$ cat src/rtl/sa_rwsp_fifo_pkg.sv
// sa_rwsp_fifo_pkg: shared defaults and helpers for the RWSP-RAM-backed FIFO controller.
package sa_rwsp_fifo_pkg;
  localparam int AW_DEF     = 8;
  localparam int DW_DEF     = 16;
  localparam int OBUF_MIN   = 4;
  localparam int RAM_RD_LAT = 2;
  function automatic int lvl_w(input int aw);
    return aw + 4;
  endfunction
endpackage

$ cat src/rtl/sa_rwsp_fifo_obuf.sv
// sa_rwsp_fifo_obuf: small first-word-fall-through register queue fed by RAM read data.
module sa_rwsp_fifo_obuf #(
  parameter  int DW   = 16,
  parameter  int OBUF = 4,
  localparam int CW   = $clog2(OBUF + 1),
  localparam int IW   = $clog2(OBUF)
) (
  input  logic          clk,
  input  logic          rst_n,
  input  logic          wr_en,
  input  logic [DW-1:0] wr_data,
  input  logic          rd_en,
  output logic          out_pvld,
  output logic [DW-1:0] out_pd,
  output logic [CW-1:0] cnt
);
  logic [CW-1:0] r_cnt;
  logic [DW-1:0] r_mem [OBUF];
  logic [IW-1:0] w_wr_idx;
  // head is always entry 0; a pop shifts, and a same-cycle write lands one slot lower
  assign w_wr_idx = IW'(r_cnt - CW'(rd_en));
  always_ff @(posedge clk or negedge rst_n) begin
    if (!rst_n) begin
      r_cnt <= '0;
      for (int i = 0; i < OBUF; i++) r_mem[i] <= '0;
    end else begin
      if (rd_en) for (int i = 0; i < OBUF - 1; i++) r_mem[i] <= r_mem[i+1];
      if (wr_en) r_mem[w_wr_idx] <= wr_data;
      r_cnt <= r_cnt + CW'(wr_en) - CW'(rd_en);
    end
  end
  assign out_pvld = r_cnt != '0;
  assign out_pd   = r_mem[0];
  assign cnt      = r_cnt;
  a_no_overflow: assert property (@(posedge clk) disable iff (!rst_n)
    !(wr_en && !rd_en && r_cnt == CW'(OBUF)));
  a_no_underflow: assert property (@(posedge clk) disable iff (!rst_n)
    !(rd_en && r_cnt == '0));
endmodule

$ cat src/rtl/sa_rwsp_fifo_ctrl.sv
// sa_rwsp_fifo_ctrl: valid/ready FIFO controller driving an external 2-stage-read RWSP RAM.
module sa_rwsp_fifo_ctrl
  import sa_rwsp_fifo_pkg::*;
#(
  parameter int AW   = AW_DEF,
  parameter int DW   = DW_DEF,
  parameter int OBUF = OBUF_MIN
) (
  input  logic                 nvdla_core_clk,
  input  logic                 nvdla_core_rstn,
  input  logic                 in_pvld,
  output logic                 in_prdy,
  input  logic [DW-1:0]        in_pd,
  output logic                 out_pvld,
  input  logic                 out_prdy,
  output logic [DW-1:0]        out_pd,
  output logic [AW-1:0]        ram_wa,
  output logic                 ram_we,
  output logic [DW-1:0]        ram_di,
  output logic [AW-1:0]        ram_ra,
  output logic                 ram_re,
  output logic                 ram_ore,
  input  logic [DW-1:0]        ram_dout,
  output logic [lvl_w(AW)-1:0] level
);
  localparam int LW = lvl_w(AW);
  localparam int CW = $clog2(OBUF + 1);
  logic [AW-1:0]         r_wr_ptr, r_rd_ptr;
  logic [AW:0]           r_ram_cnt, w_ram_cnt_nxt;
  logic [RAM_RD_LAT-1:0] r_v, w_v_nxt;
  logic                  r_in_prdy;
  logic [LW-1:0]         r_level;
  logic [CW-1:0]         w_ob_cnt, w_ob_nxt;
  logic                  w_push, w_pop, w_issue;
  assign w_push = in_pvld & r_in_prdy;
  assign w_pop  = out_pvld & out_prdy;
  // every in-flight read already owns an obuf slot, so capture can never overflow
  assign w_issue       = (r_ram_cnt != '0) && (int'(w_ob_cnt) + $countones(r_v) < OBUF);
  assign w_ram_cnt_nxt = r_ram_cnt + (AW+1)'(w_push) - (AW+1)'(w_issue);
  assign w_v_nxt       = {r_v[RAM_RD_LAT-2:0], w_issue};
  assign w_ob_nxt      = w_ob_cnt + CW'(r_v[RAM_RD_LAT-1]) - CW'(w_pop);
  always_ff @(posedge nvdla_core_clk or negedge nvdla_core_rstn) begin
    if (!nvdla_core_rstn) begin
      r_wr_ptr  <= '0;
      r_rd_ptr  <= '0;
      r_ram_cnt <= '0;
      r_v       <= '0;
      r_in_prdy <= 1'b0;
      r_level   <= '0;
    end else begin
      r_wr_ptr  <= r_wr_ptr + AW'(w_push);
      r_rd_ptr  <= r_rd_ptr + AW'(w_issue);
      r_ram_cnt <= w_ram_cnt_nxt;
      r_v       <= w_v_nxt;
      r_in_prdy <= w_ram_cnt_nxt != (AW+1)'(2**AW);
      r_level   <= LW'(w_ram_cnt_nxt) + LW'($countones(w_v_nxt)) + LW'(w_ob_nxt);
    end
  end
  assign in_prdy = r_in_prdy;
  assign ram_we  = w_push;
  assign ram_wa  = r_wr_ptr;
  assign ram_di  = in_pd;
  assign ram_re  = w_issue;
  assign ram_ra  = r_rd_ptr;
  assign ram_ore = r_v[0];
  assign level   = r_level;
  sa_rwsp_fifo_obuf #(.DW(DW), .OBUF(OBUF)) u_obuf (
    .clk      (nvdla_core_clk),
    .rst_n    (nvdla_core_rstn),
    .wr_en    (r_v[RAM_RD_LAT-1]),
    .wr_data  (ram_dout),
    .rd_en    (w_pop),
    .out_pvld (out_pvld),
    .out_pd   (out_pd),
    .cnt      (w_ob_cnt)
  );
endmodule

$ cat config.mk
export PLATFORM = sky130hd
export DESIGN_NAME = sa_rwsp_fifo_ctrl
export DESIGN_NICKNAME = d
export VERILOG_FILES = /design/src/rtl/sa_rwsp_fifo_pkg.sv /design/src/rtl/sa_rwsp_fifo_obuf.sv /design/src/rtl/sa_rwsp_fifo_ctrl.sv
export SDC_FILE = /design/constraint.sdc
export NUM_CORES = 1
export LEC_CHECK = 0
export BUFFER_PORTS_ARGS = -buffer_cell sky130_fd_sc_hd__buf_2
export CORE_AREA = 8 8 117 119
export DETAILED_ROUTE_END_ITERATION = 10
export DIE_AREA = 0 0 125 127
export HOLD_SLACK_MARGIN = 0.1
export PLACE_DENSITY = 0.69
export SLEW_MARGIN = 20
export SYNTH_ARGS = -nofsm -noshare
export SYNTH_HDL_FRONTEND = slang
export SYNTH_SLANG_ARGS = --single-unit
$ cat constraint.sdc
create_clock -name nvdla_core_clk -period 9.1 [get_ports nvdla_core_clk]
set_clock_uncertainty 0.2 [all_clocks]
set_input_delay 1.365 -clock nvdla_core_clk [delete_from_list [all_inputs] [get_ports nvdla_core_clk]]
set_output_delay 1.365 -clock nvdla_core_clk [all_outputs]
set_load 0.02 [all_outputs]
==> results of run 1 <==
==> worst max path at each step <==
stage	start	endpoint	slack (ns)	cells past startpoint
finish	r_v[0]	level[8]	4.66	17
global route	r_v[0]	level[9]	4.32	17
CTS	r_v[0]	level[8]	4.66	17
detailed placement	out_prdy	level[8]	4.60	14
global placement	out_prdy	level[8]	4.70	14
floorplan	out_prdy	level[8]	4.11	15
==> sequential cells by signal, summed over array words and instances, names as in the netlist <==
register       cells
r_ram_cnt          9
u_obuf.out_pd     16
level             10
r_v                2
u_obuf.r_mem      48
in_prdy            1
ram_ra             8
u_obuf.cnt         3
ram_wa             8
==> through the flow <==
step,utilization,cells
6_report,0.4843,652
5_1_grt,0.4843,652
4_1_cts,0.4842,652
3_5_place_dp,0.4604,636
3_3_place_gp,0.4604,636
2_1_floorplan,-,469
==> area by class of cell <==
type,instances,area (sq um)
Multi-Input combinational cell,293,2186
Clock buffer,11,242.7
Tap cell,147,183.9
Sequential cell,105,2628
Inverter,21,78.83
Fill cell,1102,6091
Clock inverter,5,38.79
Timing Repair Buffer,70,362.8
==> kinds of logic after synthesis <==
family                     Yosys count  share of synthesized area
DFF                                105                     0.5059
and+or+nand+nor                     96                    0.08432
AOI/OAI and AO/OA                   74                    0.08287
buffers and inverters               71                    0.07612
muxes                               64                     0.1272
adders and majority gates           29                    0.07420
xor gates and xnor gates            28                    0.04866
other                                1                  0.0007220
==> cell usage in the layout (no fill, tap or decap), types with 6 or more instances in the layout <==
| cell type | n |
|---|---|
| dfrtp_1 | 105 |
| clkbuf_16 | 9 |
| nand2_1 | 55 |
| buf_2 | 65 |
| nor2_1 | 6 |
| xnor2_1 | 15 |
| o21ai_0 | 51 |
| a21o_1 | 6 |
| nand3_1 | 9 |
| mux2i_1 | 48 |
| xor2_1 | 12 |
| inv_1 | 20 |
| mux2_2 | 16 |
| a21oi_1 | 8 |
| ha_1 | 26 |
==> cell usage after synthesis (3+ instances only) <==
library cell / n
o21ai_0: 51
a21o_1: 6
mux2_2: 16
ha_1: 26
nand3_1: 9
clkbuf_1: 10
mux2i_1: 48
inv_1: 20
nor2b_1: 3
xnor2_1: 15
nor2_1: 7
xor2_1: 12
buf_1: 5
fa_1: 3
a21oi_1: 8
and3_1: 3
and2_1: 3
nand4_1: 3
nor3_1: 3
dfrtp_1: 105
nand2_1: 56
buf_4: 34
==> layer usage <==
layer	GRT usage	up-vias	wire length, um
li1	-	1616	-
met1	0.1591	1586	4510
met2	0.2106	68	4832
met3	0.04368	8	510
met4	0.03152	0	102
met5	0	-	0
==> worst max-delay path, delay by kind of cell (launching register included) <==
kind | cells | cell delay (ns)
AOI/OAI and AO/OA | 6 | 1.18
xor gates and xnor gates | 1 | 0.15
adders and majority gates | 5 | 1.83
buffers and inverters | 2 | 0.13
DFF | 1 | 0.44
and+or+nand+nor | 3 | 0.45
==> impl_metrics.toml, run 1 <==
[worst_hold_path]
hold_class = "reg -> reg"
min-delay-start = "ram_ra[7]"
hold_depth = 1
min_to = "ram_ra[7]"

[detailed_routing]
drc = 0
drt-initial-drc-count = 293
vias_per_cell = 5.028
wl_um = 9955
vias = 3278
wl_per_cell_um = 15.27
ant_nets = 0
drtPass1Iterations = 4

[die]
die_y_um = 127
dieArea_sq_um = 15880
core_sq_um = 11810
floorplan.initialDensity = 0.4397
ioPinCount = 101
floorplan.rows = 40
die_w_um = 125

[clocking]
cts_made_buffers = 9
htreeDepth = 3
post_cts_resized = 0
numClockSinks = 105
clock_latency_ns = 0.34
postCtsHoldBufs = 0
clockBufferDepth = 2
cts_tree = "done"
post_cts.repair.setup_buffers = 0
cts_root_buffer = "clkbuf_16"
clk_pin_slew_ns = 0.07

[sta]
fin_crit_sh = 0.4877
fmax_ghz = 0.2253
fin_crit_ns = 4.438
rsz0062_at_grt = "false"
tightestPinTransition_ns = 0.9401
drv_slew = 0
finalSetupViolCount = 0
max_slew_margin = 0.3715
fin_ws_ns = 4.662
finalSetupTns_ns = 0
hold_ws_ns = 0.2634
finalHoldViolations = 0

[setup_path]
worstPathArrival_ns = 4.50
r2r-end = "level[8]"
end_kind = "register"
cp-start-kind = "register"
required_ns = 9.17
r2r_slack_ns = 4.66
cp_slowest_stage_delay_ns = 0.47
path_max_fanout = 6
rr_startpoint = "r_v[0]"
path_cells = "ha_1 > a21o_1 > o22ai_1 > o31ai_1 > nand2b_1 > o21ai_0 > ha_1 > inv_1 > fa_1 > inv_1 > ha_1 > fa_1 > a21o_1 > a21oi_1 > nor2b_1 > nand4_1 > xor2_1"
critPathKind = "reg -> reg"
crit_path_frequent_cell = "ha_1"
slowest_stage = "fa_1"
r2r_cells = 17

[synth]
ys_warn_count = 0
synth_async_sr_flop_share = 1.000
syn_inst = 468
ys_types = 41
synth_top_cell_by_area = "dfrtp_1"
synth-edff-count = 0
synth_seq_cells = 105
synth_flop_cell = "dfrtp_1"
synthTopCellsByArea = "dfrtp_1 (51%), mux2i_1 (9.3%), ha_1 (6.3%)"
synthesis.area_sq_um = 5194
yosys.area.top_type_share = 0.5059
synth-seq-area-share = 0.5059
syn_avg_cell_area_sq_um = 11.10

[placed_design]
port_buffers = 66
place_hpwl_um = 7045
place_area_sq_um = 5438
pre_cts_ws_ns = 4.602
gp_congestion = 0.7886

[status]
outcome = "finished, final reports clean"

[grt]
antenna_found_initial = 0
grt_max_degree = 55
grt_pass1_wl_um = 16720
grt_usage = 0.1282
first_global_vias = 3296
grt_overflow = 0

[final_layout]
drive_gt1_frac = 0.2139
finalNetCount = 565
num_antenna_cells = 0
fin_area_sq_um = 5720
synthToLayoutAreaGrowth_pct = 10.14

[run]
maxCapViolations = 0
Power of run 1 is left out: the tool's default activity adds up to more than one toggle a clock period on the data nets, which glitch-free logic cannot reach.
==> run 2, diff against run 1 <==
- ABC_AREA: default -> 1
- CORE_AREA: 8 8 117 119 -> 8 8 119 121
- DIE_AREA: 0 0 125 127 -> 0 0 127 129
- PLACE_DENSITY: 0.69 -> 0.71
- clock period: 9.1 -> 3.8 ns (I/O delays scaled with it)
==> impl_metrics.toml, run 2 <==
[final_layout]
finalNetCount = 701
fin_util = 0.5002
drive_gt1_frac = 0.2574
synthToLayoutAreaGrowth_pct = 14.65
fin_area_sq_um = 6158
regMostFlops = "u_obuf.r_mem"
num_antenna_cells = 0
nFillCells = 1138
largest_reg_flops = 48
layout_commonest_cell = "dfrtp_1"
layout_common_cells = "dfrtp_1 (104), nand2_1 (66), buf_2 (65)"

[sta]
tightestPinTransition_ns = 0.7953
fin_crit_ns = 3.629
drv_slew = 0
fmax_ghz = 0.2756
hold_ws_ns = 0.06549
finalSetupViolCount = 0
fin_crit_sh = 0.9549
finalHoldViolations = 0
max_slew_margin = 0.4698

[die]
floorplan.initialDensity = 0.4363
dieArea_sq_um = 16380
core_sq_um = 12310
floorplan.rows = 41
die_w_um = 127
ioPinCount = 101
die_y_um = 129

[synth]
synth_async_sr_flop_share = 1.000
synth-seq-area-share = 0.4892
synth_top_family_by_area = "simple AND/OR/NAND/NOR gates"
synth_flop_cell = "dfrtp_1"
ys_types = 31
syn_inst = 593
synth.most_common_cell = "dfrtp_1"
ys_warn_count = 0
synth-adder-area-share = 0.07174
synthesis.area_sq_um = 5371
synth_compound_area_frac = 0.1256
synth-simple-area-share = 0.1728
yosys.area.top_type_share = 0.4892
synthTopCellsByArea = "dfrtp_1 (49%), ha_1 (6.1%), o21ai_0 (6.0%)"
synthXorXnorAreaFrac = 0.02772
synth_mux_area_frac = 0
syn_avg_cell_area_sq_um = 9.058
synth.top_cells.by_count = "dfrtp_1 (105), nand2_1 (75), nor2_1 (65)"
synth_top_cell_by_area = "dfrtp_1"
synth_seq_cells = 105
synth-edff-count = 0

[setup_path]
cpLargestDelayFamily = "adder cells"
path_cells = "ha_4 > nand2_2 > nand2_2 > nand2_2 > nor2_2 > nor2_2 > nand2_2 > nor2_4 > inv_2 > nand2_2 > ha_4 > inv_2 > fa_2 > inv_2 > ha_4 > ha_1 > a21oi_2 > nand2_2 > nand2_2 > nand2_2 > buf_4 > a21oi_1 > nor2_1"
crit_buf_inv = 4
slowest_stage = "fa_2"
worstPathArrival_ns = 3.67
cp_slowest_stage_delay_ns = 0.53
required_ns = 3.84
crit_path_frequent_cell = "nand2_2"
cp-start-kind = "register"
path_max_fanout = 2
critPathKind = "reg -> reg"
end_kind = "register"

[grt]
grt_usage = 0.1484
grt_overflow = 0
first_global_vias = 4037
antenna_found_initial = 2
grt_pass1_wl_um = 19730
grt_max_degree = 87

[clocking]
clk_pin_slew_ns = 0.07
cts_made_buffers = 9
cts_tree = "done"
htreeDepth = 3
clockBufferDepth = 2
cts_root_buffer = "clkbuf_16"
postCtsHoldBufs = 0
clock_latency_ns = 0.35
numClockSinks = 105

[detailed_routing]
ant_nets = 0
wl_um = 11830
drt-initial-drc-count = 396
vias_per_cell = 5.225
wl_per_cell_um = 14.95
drc = 0
vias = 4133
drtPass1Iterations = 5

[placed_design]
port_buffers = 66
gp_congestion = 0.8395
place_hpwl_um = 7895
place_area_sq_um = 5678

[status]
outcome = "finished, final reports clean"

[run]
maxCapViolations = 0

[worst_hold_path]
hold_class = "in -> async"
[run 2: logic make-up (layout without fill, tap and decap cells)]
kind of cell,Yosys count,in the layout
buffers and inverters,123,170
DFF,105,105
other,1,2
xor gates and xnor gates,17,17
AOI/OAI and AO/OA,119,119
adders and majority gates,29,29
and+or+nand+nor,199,199
[run 2: what timing repair did]
| action | in CTS | in global routing |
|---|---|---|
| setup endpoints to repair | 3 | 6 |
| gates resized for setup | 1 | 25 |
| cloned | 0 | 0 |
| pin swaps | 0 | 18 |
| setup buffers | 0 | 7 |
[run 2: layout make-up]
cell class | instances | area (sq um) | share of cell area
flip-flops and latches | 105 | 2629 | 0.4269
multi-input cells | 366 | 2297 | 0.3730
repair buffers | 87 | 498.0 | 0.08086
clock buffers | 12 | 256.5 | 0.04165
inverters | 67 | 256.5 | 0.04165
well taps | 150 | 187.7 | 0.03048
clock inverters | 4 | 33.78 | 0.005486
[run 2: path summary, 6_finish.rpt]
path	startpoint	endpoint	slack, ns	depth (start not counted)
max	u_obuf.cnt[0]	level[5]	0.17	23
min	nvdla_core_rstn	u_obuf.out_pd[2]	0.07	1
max reg2reg	u_obuf.cnt[0]	level[5]	0.17	23
min reg2reg	ram_wa[7]	ram_wa[7]	0.27	1
max in group asynchronous	nvdla_core_rstn	u_obuf.r_mem[1]	2.52	2
min in group nvdla_core_clk	ram_wa[7]	ram_wa[7]	0.27	1
[run 2: through the flow]
step / worst slack, ns / std cells / setup TNS (ns)
floorplan: 0.01420 / 594 / 0
detailed placement: 0.03065 / 768 / 0
finish: 0.1713 / 791 / 0
global route: -0.02450 / 791 / -0.03393
global placement: 0.09121 / 768 / 0
CTS: -0.003356 / 784 / -0.005737
[run 2: metal layers]
metal,GRT usage,part of all wire,up-vias
li1,-,-,1999
met1,0.1829,0.43,1993
met2,0.2372,0.48,100
met3,0.03848,0.061,37
met4,0.07558,0.024,4
met5,0,0.0019,-
Power of run 2 is left out for the same reason.
==> run 3, diff against run 2 <==
- PLACE_DENSITY: 0.71 -> 0.69
- RECOVER_POWER: default -> 25
- clock period: 3.8 -> 3.5 ns (I/O delays scaled with it)
==> impl_metrics.toml, run 3 (synthesized netlist as in run 2, its figures left out) <==
[detailed_routing]
drc = 0
vias = 4268
vias_per_cell = 5.276
ant_nets = 0
wl_per_cell_um = 14.78
wl_um = 11960
drt-initial-drc-count = 357
drtPass1Iterations = 5

[setup_path]
r2r_cells = 21
crit_path_end = "level[6]"
rr_startpoint = "u_obuf.cnt[0]"
critPathKind = "reg -> reg"
path_max_fanout = 3
worst_setup_path_startpoint = "u_obuf.cnt[0]"
end_kind = "register"
cp-start-kind = "register"
r2r-end = "level[6]"
required_ns = 3.52
worstPathArrival_ns = 3.64
r2r_slack_ns = -0.12

[final_layout]
drive_gt1_frac = 0.3065
fin_area_sq_um = 6356
largest_reg_flops = 48
synthToLayoutAreaGrowth_pct = 18.33
finalNetCount = 719
num_antenna_cells = 0
regMostFlops = "u_obuf.r_mem"
layout_commonest_cell = "dfrtp_1"
instances_no_fill = 809
layout_common_cells = "dfrtp_1 (104), buf_2 (65), o21ai_0 (64)"
seqCellArea_sq_um = 2629
multiInputGateArea_sq_um = 2369
nFillCells = 1123

[sta]
drv_slew = 73
max_slew_margin = -0.2250
finalHoldViolations = 0
rsz0062_at_grt = "true"
fin_crit_sh = 1.034
tightestPinTransition_ns = 1.838
fin_ws_ns = -0.1204
fmax_ghz = 0.2762
finalSetupViolCount = 5
fin_crit_ns = 3.620

[clocking]
cts_made_buffers = 9
clockBufferDepth = 2
clock_latency_ns = 0.35
postCtsHoldBufs = 0
htreeDepth = 3
clk_pin_slew_ns = 0.07
cts_tree = "done"
numClockSinks = 105
cts_root_buffer = "clkbuf_16"

[die]
core_sq_um = 12310
die_y_um = 129
floorplan.rows = 41
die_w_um = 127
floorplan.initialDensity = 0.4363
dieArea_sq_um = 16380
ioPinCount = 101

[placed_design]
place_area_sq_um = 5852
dp_cells = 781
pre_cts_ws_ns = -0.1375
gp_congestion = 0.8410
place_hpwl_um = 7991
port_buffers = 66

[grt]
first_global_vias = 4144
antenna_found_initial = 0
grt_overflow = 0
grt_pass1_wl_um = 19720
grt_usage = 0.1479
grt_max_degree = 73

[status]
outcome = "finished, violations left"
violations = "capacitance limit, slew limit, setup timing"

[run]
maxCapViolations = 1

[worst_hold_path]
hold_class = "reg -> reg"
==> run 3: changes by cell type in the layout (fill, tap and decap cells not counted), moves of 4 or more <==
cell / change
buf_4: +17
nor2_2: -4
nor2_4: +4
inv_1: -5
nand2_1: -6
nand2_2: +5
inv_2: +5
==> run 3: layout make-up <==
cell class	instances	area share
clock inverter	7	0.008465
clock buffer	9	0.03543
inverter	67	0.04035
sequential	105	0.4136
tap	150	0.02953
multi-input combinational	366	0.3726
timing repair buffer	105	0.1000
==> run 3: worst min-delay path by stage <==
stage	end	start	cells after the start
finish	ram_wa[7]	ram_wa[7]	1
global route	ram_wa[7]	ram_wa[7]	1
CTS	ram_wa[6]	nvdla_core_rstn	1
detailed placement	ram_wa[7]	ram_wa[7]	1
global placement	ram_wa[7]	ram_wa[7]	1
floorplan	in_prdy	nvdla_core_rstn	0
==> run 3: critical path, cell delays in order (launching register included) <==
cell and delay (ns):
dfrtp_1 0.41, ha_4 0.24, nand2_2 0.06, nand2_2 0.06, nand2_2 0.06, nand2_2 0.07, nor2_4 0.14, nand2_4 0.08
nor2_4 0.12, inv_2 0.04, nand2_1 0.05, ha_2 0.18, inv_2 0.04, fa_2 0.53, inv_2 0.05, ha_4 0.24
fa_2 0.42, a31oi_4 0.15, inv_2 0.07, nand2_4 0.10, nor2_4 0.04, xor2_1 0.14
==> run 3: timing repair <==
action / 4_1_cts / 5_1_grt
endpoints found under the setup margin: 6 / 7
resized for setup: 5 / 26
pin swaps: 13 / 21
setup buffers: 5 / 9
==> run 3: per-stage QoR <==
stage	hold WS (ns)	util	setup TNS (ns)
after floorplan	0.02941	-	-0.1244
after global placement	0.2621	0.4753	-0.02651
after detailed placement	0.2695	0.4753	-0.4527
after CTS	0.1587	0.5028	-0.2645
after global routing	0.3020	0.5163	-1.456
final	0.2667	0.5163	-0.3972
==> run 3: routing by layer <==
layer / routed length [um] / vias to the layer above / global-route usage
li1: - / 2036 / -
met2: 5498 / 131 / 0.2206
met1: 5485 / 2072 / 0.1951
met5: 0 / - / 0
met3: 716 / 29 / 0.03724
met4: 259 / 0 / 0.07768
Power of run 3 is left out for the same reason.
